===== src/rtl/dig_ct_pkg.sv =====
// Shared definitions for the DigCt select-line code space and the dig_enc encoder.
// Code constants are also used by the DigCt loop-back bench.
package dig_ct_pkg;

    localparam logic [4:0] CODE_IDLE = 5'b00000;
    localparam logic [4:0] CODE_SEL1 = 5'b00100;
    localparam logic [4:0] CODE_SEL2 = 5'b00110;
    localparam logic [4:0] CODE_SEL3 = 5'b01000;

    typedef enum logic [1:0] {
        ST_IDLE         = 2'd0,
        ST_DEBOUNCE     = 2'd1,
        ST_PRESENT      = 2'd2,
        ST_WAIT_RELEASE = 2'd3
    } enc_state_t;

    // Pattern bit i is high when select line i+1 is pulled low; SEL3 wins over SEL2 over SEL1.
    function automatic logic [4:0] encode_pattern(input logic [2:0] pat);
        logic [4:0] code;
        if (pat[2])      code = CODE_SEL3;
        else if (pat[1]) code = CODE_SEL2;
        else if (pat[0]) code = CODE_SEL1;
        else             code = CODE_IDLE;
        return code;
    endfunction

    function automatic logic is_multi(input logic [2:0] pat);
        return (pat[0] & pat[1]) | (pat[0] & pat[2]) | (pat[1] & pat[2]);
    endfunction

endpackage


===== src/rtl/dig_enc_sync.sv =====
// N-stage, W-bit synchroniser; resets to all-ones so idle (high) select lines look idle.
module dig_sync #(
    parameter int N = 2,
    parameter int W = 3
) (
    input  logic         clk,
    input  logic         rst,
    input  logic [W-1:0] d,
    output logic [W-1:0] q
);

    logic [W-1:0] stage_q [N];
    logic [W-1:0] stage_d [N];

    always_comb begin
        stage_d[0] = d;
        for (int i = 1; i < N; i++) begin
            stage_d[i] = stage_q[i-1];
        end
    end

    always_ff @(posedge clk) begin
        if (rst) begin
            for (int i = 0; i < N; i++) begin
                stage_q[i] <= '1;
            end
        end else begin
            for (int i = 0; i < N; i++) begin
                stage_q[i] <= stage_d[i];
            end
        end
    end

    assign q = stage_q[N-1];

endmodule


===== src/rtl/dig_enc.sv =====
// Debounces the three active-low DigCt select lines and emits one 5-bit code per press
// through a valid/ready handshake.
module dig_enc
    import dig_ct_pkg::*;
#(
    parameter int SYNC_STAGES   = 2,
    parameter int STABLE_CYCLES = 4
) (
    input  logic       CLK,
    input  logic       RST,
    input  logic       SEL1_N,
    input  logic       SEL2_N,
    input  logic       SEL3_N,
    output logic [4:0] CODE,
    output logic       CODE_VALID,
    input  logic       CODE_READY,
    output logic       CODE_MULTI
);

    localparam int CNT_W = $clog2(STABLE_CYCLES + 1);
    localparam logic [CNT_W-1:0] CNT_ONE  = CNT_W'(1);
    localparam logic [CNT_W-1:0] CNT_LAST = CNT_W'(STABLE_CYCLES - 1);
    localparam logic [CNT_W-1:0] CNT_MAX  = CNT_W'(STABLE_CYCLES);

    logic [2:0] sel_sync;
    logic [2:0] pat_now;

    enc_state_t       state_q, state_d;
    logic [CNT_W-1:0] cnt_q, cnt_d;
    logic [CNT_W-1:0] cnt_inc;
    logic [2:0]       pat_q, pat_d;
    logic [4:0]       code_q, code_d;
    logic             multi_q, multi_d;

    dig_sync #(
        .N (SYNC_STAGES),
        .W (3)
    ) u_sync (
        .clk (CLK),
        .rst (RST),
        .d   ({SEL3_N, SEL2_N, SEL1_N}),
        .q   (sel_sync)
    );

    assign pat_now = ~sel_sync;
    assign cnt_inc = cnt_q + CNT_ONE;

    // The code register only loads on entry to PRESENT, so CODE never glitches while valid.
    always_comb begin
        state_d = state_q;
        cnt_d   = cnt_q;
        pat_d   = pat_q;
        code_d  = code_q;
        multi_d = multi_q;

        case (state_q)
            ST_IDLE: begin
                if (pat_now != 3'b000) begin
                    pat_d = pat_now;
                    if (STABLE_CYCLES == 1) begin
                        state_d = ST_PRESENT;
                        code_d  = encode_pattern(pat_now);
                        multi_d = is_multi(pat_now);
                    end else begin
                        state_d = ST_DEBOUNCE;
                        cnt_d   = CNT_ONE;
                    end
                end
            end

            ST_DEBOUNCE: begin
                if (pat_now == 3'b000) begin
                    state_d = ST_IDLE;
                    cnt_d   = '0;
                end else if (pat_now != pat_q) begin
                    pat_d = pat_now;
                    cnt_d = CNT_ONE;
                end else if (cnt_q == CNT_LAST) begin
                    state_d = ST_PRESENT;
                    code_d  = encode_pattern(pat_q);
                    multi_d = is_multi(pat_q);
                end else begin
                    cnt_d = cnt_inc;
                end
            end

            ST_PRESENT: begin
                if (CODE_READY) begin
                    state_d = ST_WAIT_RELEASE;
                    cnt_d   = '0;
                end
            end

            ST_WAIT_RELEASE: begin
                // Any low sample restarts the release count, so a release bounce is absorbed.
                if (pat_now == 3'b000) begin
                    cnt_d = cnt_inc;
                    if (cnt_inc == CNT_MAX) begin
                        state_d = ST_IDLE;
                    end
                end else begin
                    cnt_d = '0;
                end
            end

            default: begin
                state_d = ST_IDLE;
                cnt_d   = '0;
            end
        endcase
    end

    always_ff @(posedge CLK) begin
        if (RST) begin
            state_q <= ST_IDLE;
            cnt_q   <= '0;
            pat_q   <= 3'b000;
            code_q  <= CODE_IDLE;
            multi_q <= 1'b0;
        end else begin
            state_q <= state_d;
            cnt_q   <= cnt_d;
            pat_q   <= pat_d;
            code_q  <= code_d;
            multi_q <= multi_d;
        end
    end

    assign CODE       = code_q;
    assign CODE_MULTI = multi_q;
    assign CODE_VALID = (state_q == ST_PRESENT);

endmodule


===== config.mk =====
export PLATFORM = sky130hd
export DESIGN_NAME = dig_enc
export DESIGN_NICKNAME = d
export VERILOG_FILES = /design/src/rtl/dig_ct_pkg.sv /design/src/rtl/dig_enc_sync.sv /design/src/rtl/dig_enc.sv
export SDC_FILE = /design/constraint.sdc
export NUM_CORES = 1
export LEC_CHECK = 0
export BUFFER_PORTS_ARGS = -buffer_cell sky130_fd_sc_hd__buf_2
export CAP_MARGIN = 20
export CORE_MARGIN = 2
export CORE_UTILIZATION = 45
export DETAILED_ROUTE_END_ITERATION = 8
export PLACE_DENSITY = 0.72
export SYNTH_ARGS = -nofsm -noshare
export SYNTH_HDL_FRONTEND = slang
export SYNTH_SLANG_ARGS = --single-unit

===== constraint.sdc =====
create_clock -name CLK -period 2.2 [get_ports CLK]
set_clock_uncertainty 0.2 [all_clocks]
set_input_delay 0.11 -clock CLK [delete_from_list [all_inputs] [get_ports CLK]]
set_output_delay 0.11 -clock CLK [all_outputs]
set_load 0.01 [all_outputs]

==> implementation parameters <==
Parameter                              Value

Outcome
  Outcome ... complete, but fails checks
  Violated checks ... negative hold slack

Clock network
  Count of hold-fix buffers inserted at cts ... 3
  Clock-pin slew of the registers on the worst-case setup and hold paths ... 0.11 ns
  Number of setup buffers added after CTS ... 0
  TritonCTS clock tree ... built
  Insertion delay of the later-clocked pin in the worst-skew pair ... 0.29 ns
  Number of instances resized during post-cts repair ... 0
  Master cell of the clock root buffer ... sky130_fd_sc_hd__clkbuf_4
  Buffers from clock root to sink, at most ... 2
  Total number of clock tree sinks ... 18
  CTS HTree Levels ... 1
  Inserted Clock Buffers ... 3

Layout
  Relative area change from synthesis to final layout ... 9.371%
  Final Instance Area ... 1022 um2
  Register Area ... 360.3 um2
  Most common library cell in the layout ignoring fill and taps ... sky130_fd_sc_hd__dfxtp_1
  Number of nets in the layout ... 120
  Antenna cells ... 0
  Fraction of layout cells with a size suffix above 1 ... 29.09%
  Number of filler instances in the final layout ... 205
  Filler-free cell count of the finished design ... 137
  Area taken by multi-input logic gates ... 481.7 um2
  Commonest cells after routing, fill and taps aside ... 18 x sky130_fd_sc_hd__dfxtp_1, 10 x sky130_fd_sc_hd__buf_2, 6 x sky130_fd_sc_hd__inv_1, 6 x sky130_fd_sc_hd__a21oi_1, 6 x sky130_fd_sc_hd__or2_2

Synth
  Synth Instances ... 100
  Area share of the leading cell type in the synthesized netlist ... 38.55%
  Mean post-synth cell area ... 9.346 um2
  Number of synthesized register bits ... 18
  Number of library cell types mapped by synthesis ... 37
  Proportion of synthesized area in mux cells ... 0%
  Post-synthesis share of cell area spent on full adders, half adders and majority gates ... 5.087%
  Number of warning messages in the yosys log ... 0
  Register area share after synthesis ... 38.55%
  Synth Area in Compound Gates ... 19.28%
  Largest family of logic cells by synthesized area ... simple AND/OR/NAND/NOR gates
  XOR/XNOR Fraction of Synth Area ... 5.221%
  Biggest area contributors in the synthesized netlist ... sky130_fd_sc_hd__dfxtp_1 39%, sky130_fd_sc_hd__xor2_2 5.2%, sky130_fd_sc_hd__ha_1 4.0%
  Simple-gate share of the synthesized area ... 21.15%
  Most instantiated flip-flop cell in the synthesis netlist ... sky130_fd_sc_hd__dfxtp_1
  Post-synthesis async set-or-reset flop share ... 0%
  Synth Cell Area ... 934.6 um2
  Dominant cell type by area after synthesis ... sky130_fd_sc_hd__dfxtp_1
  Count of flip-flops with a built-in enable after synthesis ... 0

Floorplan
  Die area ... 2458 um2
  Core Footprint ... 1962 um2
  Overall die width ... 49.58 um
  Initial Utilization ... 47.64%
  Die height ... 49.58 um
  # IOs ... 13
  Std-Cell Rows ... 16

Routing
  Routed via count ... 744
  Number of remaining DRC errors ... 0
  Routed wirelength normalized by instance count ... 12.09 um
  Initial DRC Count ... 20
  Final ANT Viol Nets ... 0
  Drt total wl ... 1.657 mm
  Pre-Repair DR Iteration Count ... 4
  Vias/cell ... 5.431

Timing
  Post-Route Hold Slack ... -0.0002709 ns
  Minimum period implied by the final worst setup slack ... 1.940 ns
  Hold violation total from the final report ... 1
  Post-route setup TNS ... 0 ns
  Final period utilization ... 88.18%
  Max-slew violation total from the final report ... 0
  Max Freq ... 515.5 MHz
  Setup-failing EPs final ... 0
  Min setup slack post-route ... 0.2601 ns
  Setup repair after global routing missed its margin ... false

Placement
  Pre-CTS worst setup slack ... 0.2914 ns
  Inst Count DP ... 130
  HPWL reported at the end of detailed placement ... 1.213 mm
  Cell area after placement ... 955.9 um2
  RD Place Congestion ... 0.9326
  Count of input and output buffers ... 10

Power and ir drop
  Cell area power density ... 635.2 nW/um2
  Static leakage ... 0.3869 nW
  Worst vdd ir ... 0.4102 mV
  Final Total Pwr ... 649.3 uW

Global routing
  Pin count of the biggest net entering global routing ... 22
  GRT Util Overall ... 15.52%
  Total overflow reported by the global router ... 0
  Met1 GRT Util ... 18.94%
  Highest-utilization routing layer at the global route stage ... met2
  Initial antenna violation count ... 0
  Global-route wire length before repair ... 2.967 mm
  M3 GR Usage ... 3.333%
  Number of global-route vias before repair ... 695
  Met2 demand-to-capacity share in global routing ... 25.11%

Worst setup path
  Critical setup path kind ... flop to flop
  Required time of the critical path ... 2.24 ns
  Maximum net fanout on the critical path ... 7
  Slowest stage cell, crit path ... sky130_fd_sc_hd__a211o_2
  Top cell by count, worst path ... sky130_fd_sc_hd__ha_1
  Cell class contributing the biggest share of worst-path delay ... simple AND/OR/NAND/NOR gates
  Sort of element at the end of the critical path ... flop
  Critical path, cell by cell ... ha_1 > ha_1 > and2_1 > and4_1 > a211o_2 > o21ai_2
  Buffers and inverters on the worst path ... 0
  Worst Path Arrival ... 1.98 ns
  Max stage delay on crit path ... 0.36 ns
  Critical Path Start Type ... flop
  Worst-case register-to-register setup slack ... 0.26 ns

Flow run
  Max-cap violation count ... 0

Worst hold path
  Type of the worst min-delay path ... primary input to flop
## registers in the layout, indices dropped and copies added (netlist names), named ones only
signal,cells
u_sync.stage_q,6
state_q,1
pat_q,3
cnt_q,3
CODE,3
CODE_MULTI,1
## layer usage
layer  share of wire, %  vias up
li1                   -      372
met1                 45      337
met2                 46       29
met3                5.1        6
met4                3.3        0
met5                  0        -
## where the power goes
part           internal [mW]  leakage [nW]  switching (mW)
Combinational         0.0382         0.218          0.0480
Sequential             0.341         0.148          0.0196
Clock                  0.101        0.0210           0.102
## cell families (layout without fill, tap and decap cells)
family,Yosys count,after routing
buffers and inverters,15,24
AND/OR/NAND/NOR,34,34
AO/OA/AOI/OAI,25,25
other,1,2
XOR/XNOR,3,3
adder cells (fa/ha/maj),4,4
flip-flops,18,18
## cells in the mapped netlist (2+ instances only)
library cell and instances:
sky130_fd_sc_hd__a211oi_1 3, sky130_fd_sc_hd__inv_1 6, sky130_fd_sc_hd__dfxtp_1 18, sky130_fd_sc_hd__buf_6 2, sky130_fd_sc_hd__nand2_1 4, sky130_fd_sc_hd__xor2_2 3, sky130_fd_sc_hd__buf_4 3, sky130_fd_sc_hd__ha_1 3
sky130_fd_sc_hd__a221oi_1 2, sky130_fd_sc_hd__nand4b_1 2, sky130_fd_sc_hd__nand3_1 3, sky130_fd_sc_hd__o32ai_1 2, sky130_fd_sc_hd__nor2_1 5, sky130_fd_sc_hd__a211o_2 2, sky130_fd_sc_hd__nor3_1 4, sky130_fd_sc_hd__o21ai_0 4
sky130_fd_sc_hd__or2_2 6, sky130_fd_sc_hd__nand4_1 3, sky130_fd_sc_hd__a21oi_1 6, sky130_fd_sc_hd__clkbuf_2 2
## path summary, 6_finish.rpt
kind,startpoint,endpoint,cells past startpoint
max,cnt_q[0]$_SDFFE_PP0P_,cnt_q[0]$_SDFFE_PP0P_,6
min,RST,CODE[1]$_SDFFE_PP0P_,2
max reg2reg,cnt_q[0]$_SDFFE_PP0P_,cnt_q[0]$_SDFFE_PP0P_,6
min reg2reg,u_sync.stage_q[0][2]$_SDFF_PP1_,u_sync.stage_q[0][5]$_SDFF_PP1_,1
## metrics by stage
stage / hold slack, ns / utilization [%]
6_report: -0.0002709 / 52.10
3_5_place_dp: 0.09633 / 48.72
4_1_cts: 0.004918 / 52.10
5_1_grt: 0.01920 / 52.10
2_1_floorplan: 0.01381 / -
3_3_place_gp: 0.09358 / 48.72
## final cells by class
cell class / count / area share (%)
Clock buffer: 4 / 3.550
Inverter: 6 / 2.203
Multi-Input combinational cell: 68 / 47.12
Sequential cell: 18 / 35.25
Tap cell: 27 / 3.305
Timing Repair Buffer: 14 / 8.568
No activity file was read; power rests on OpenSTA's default activity.
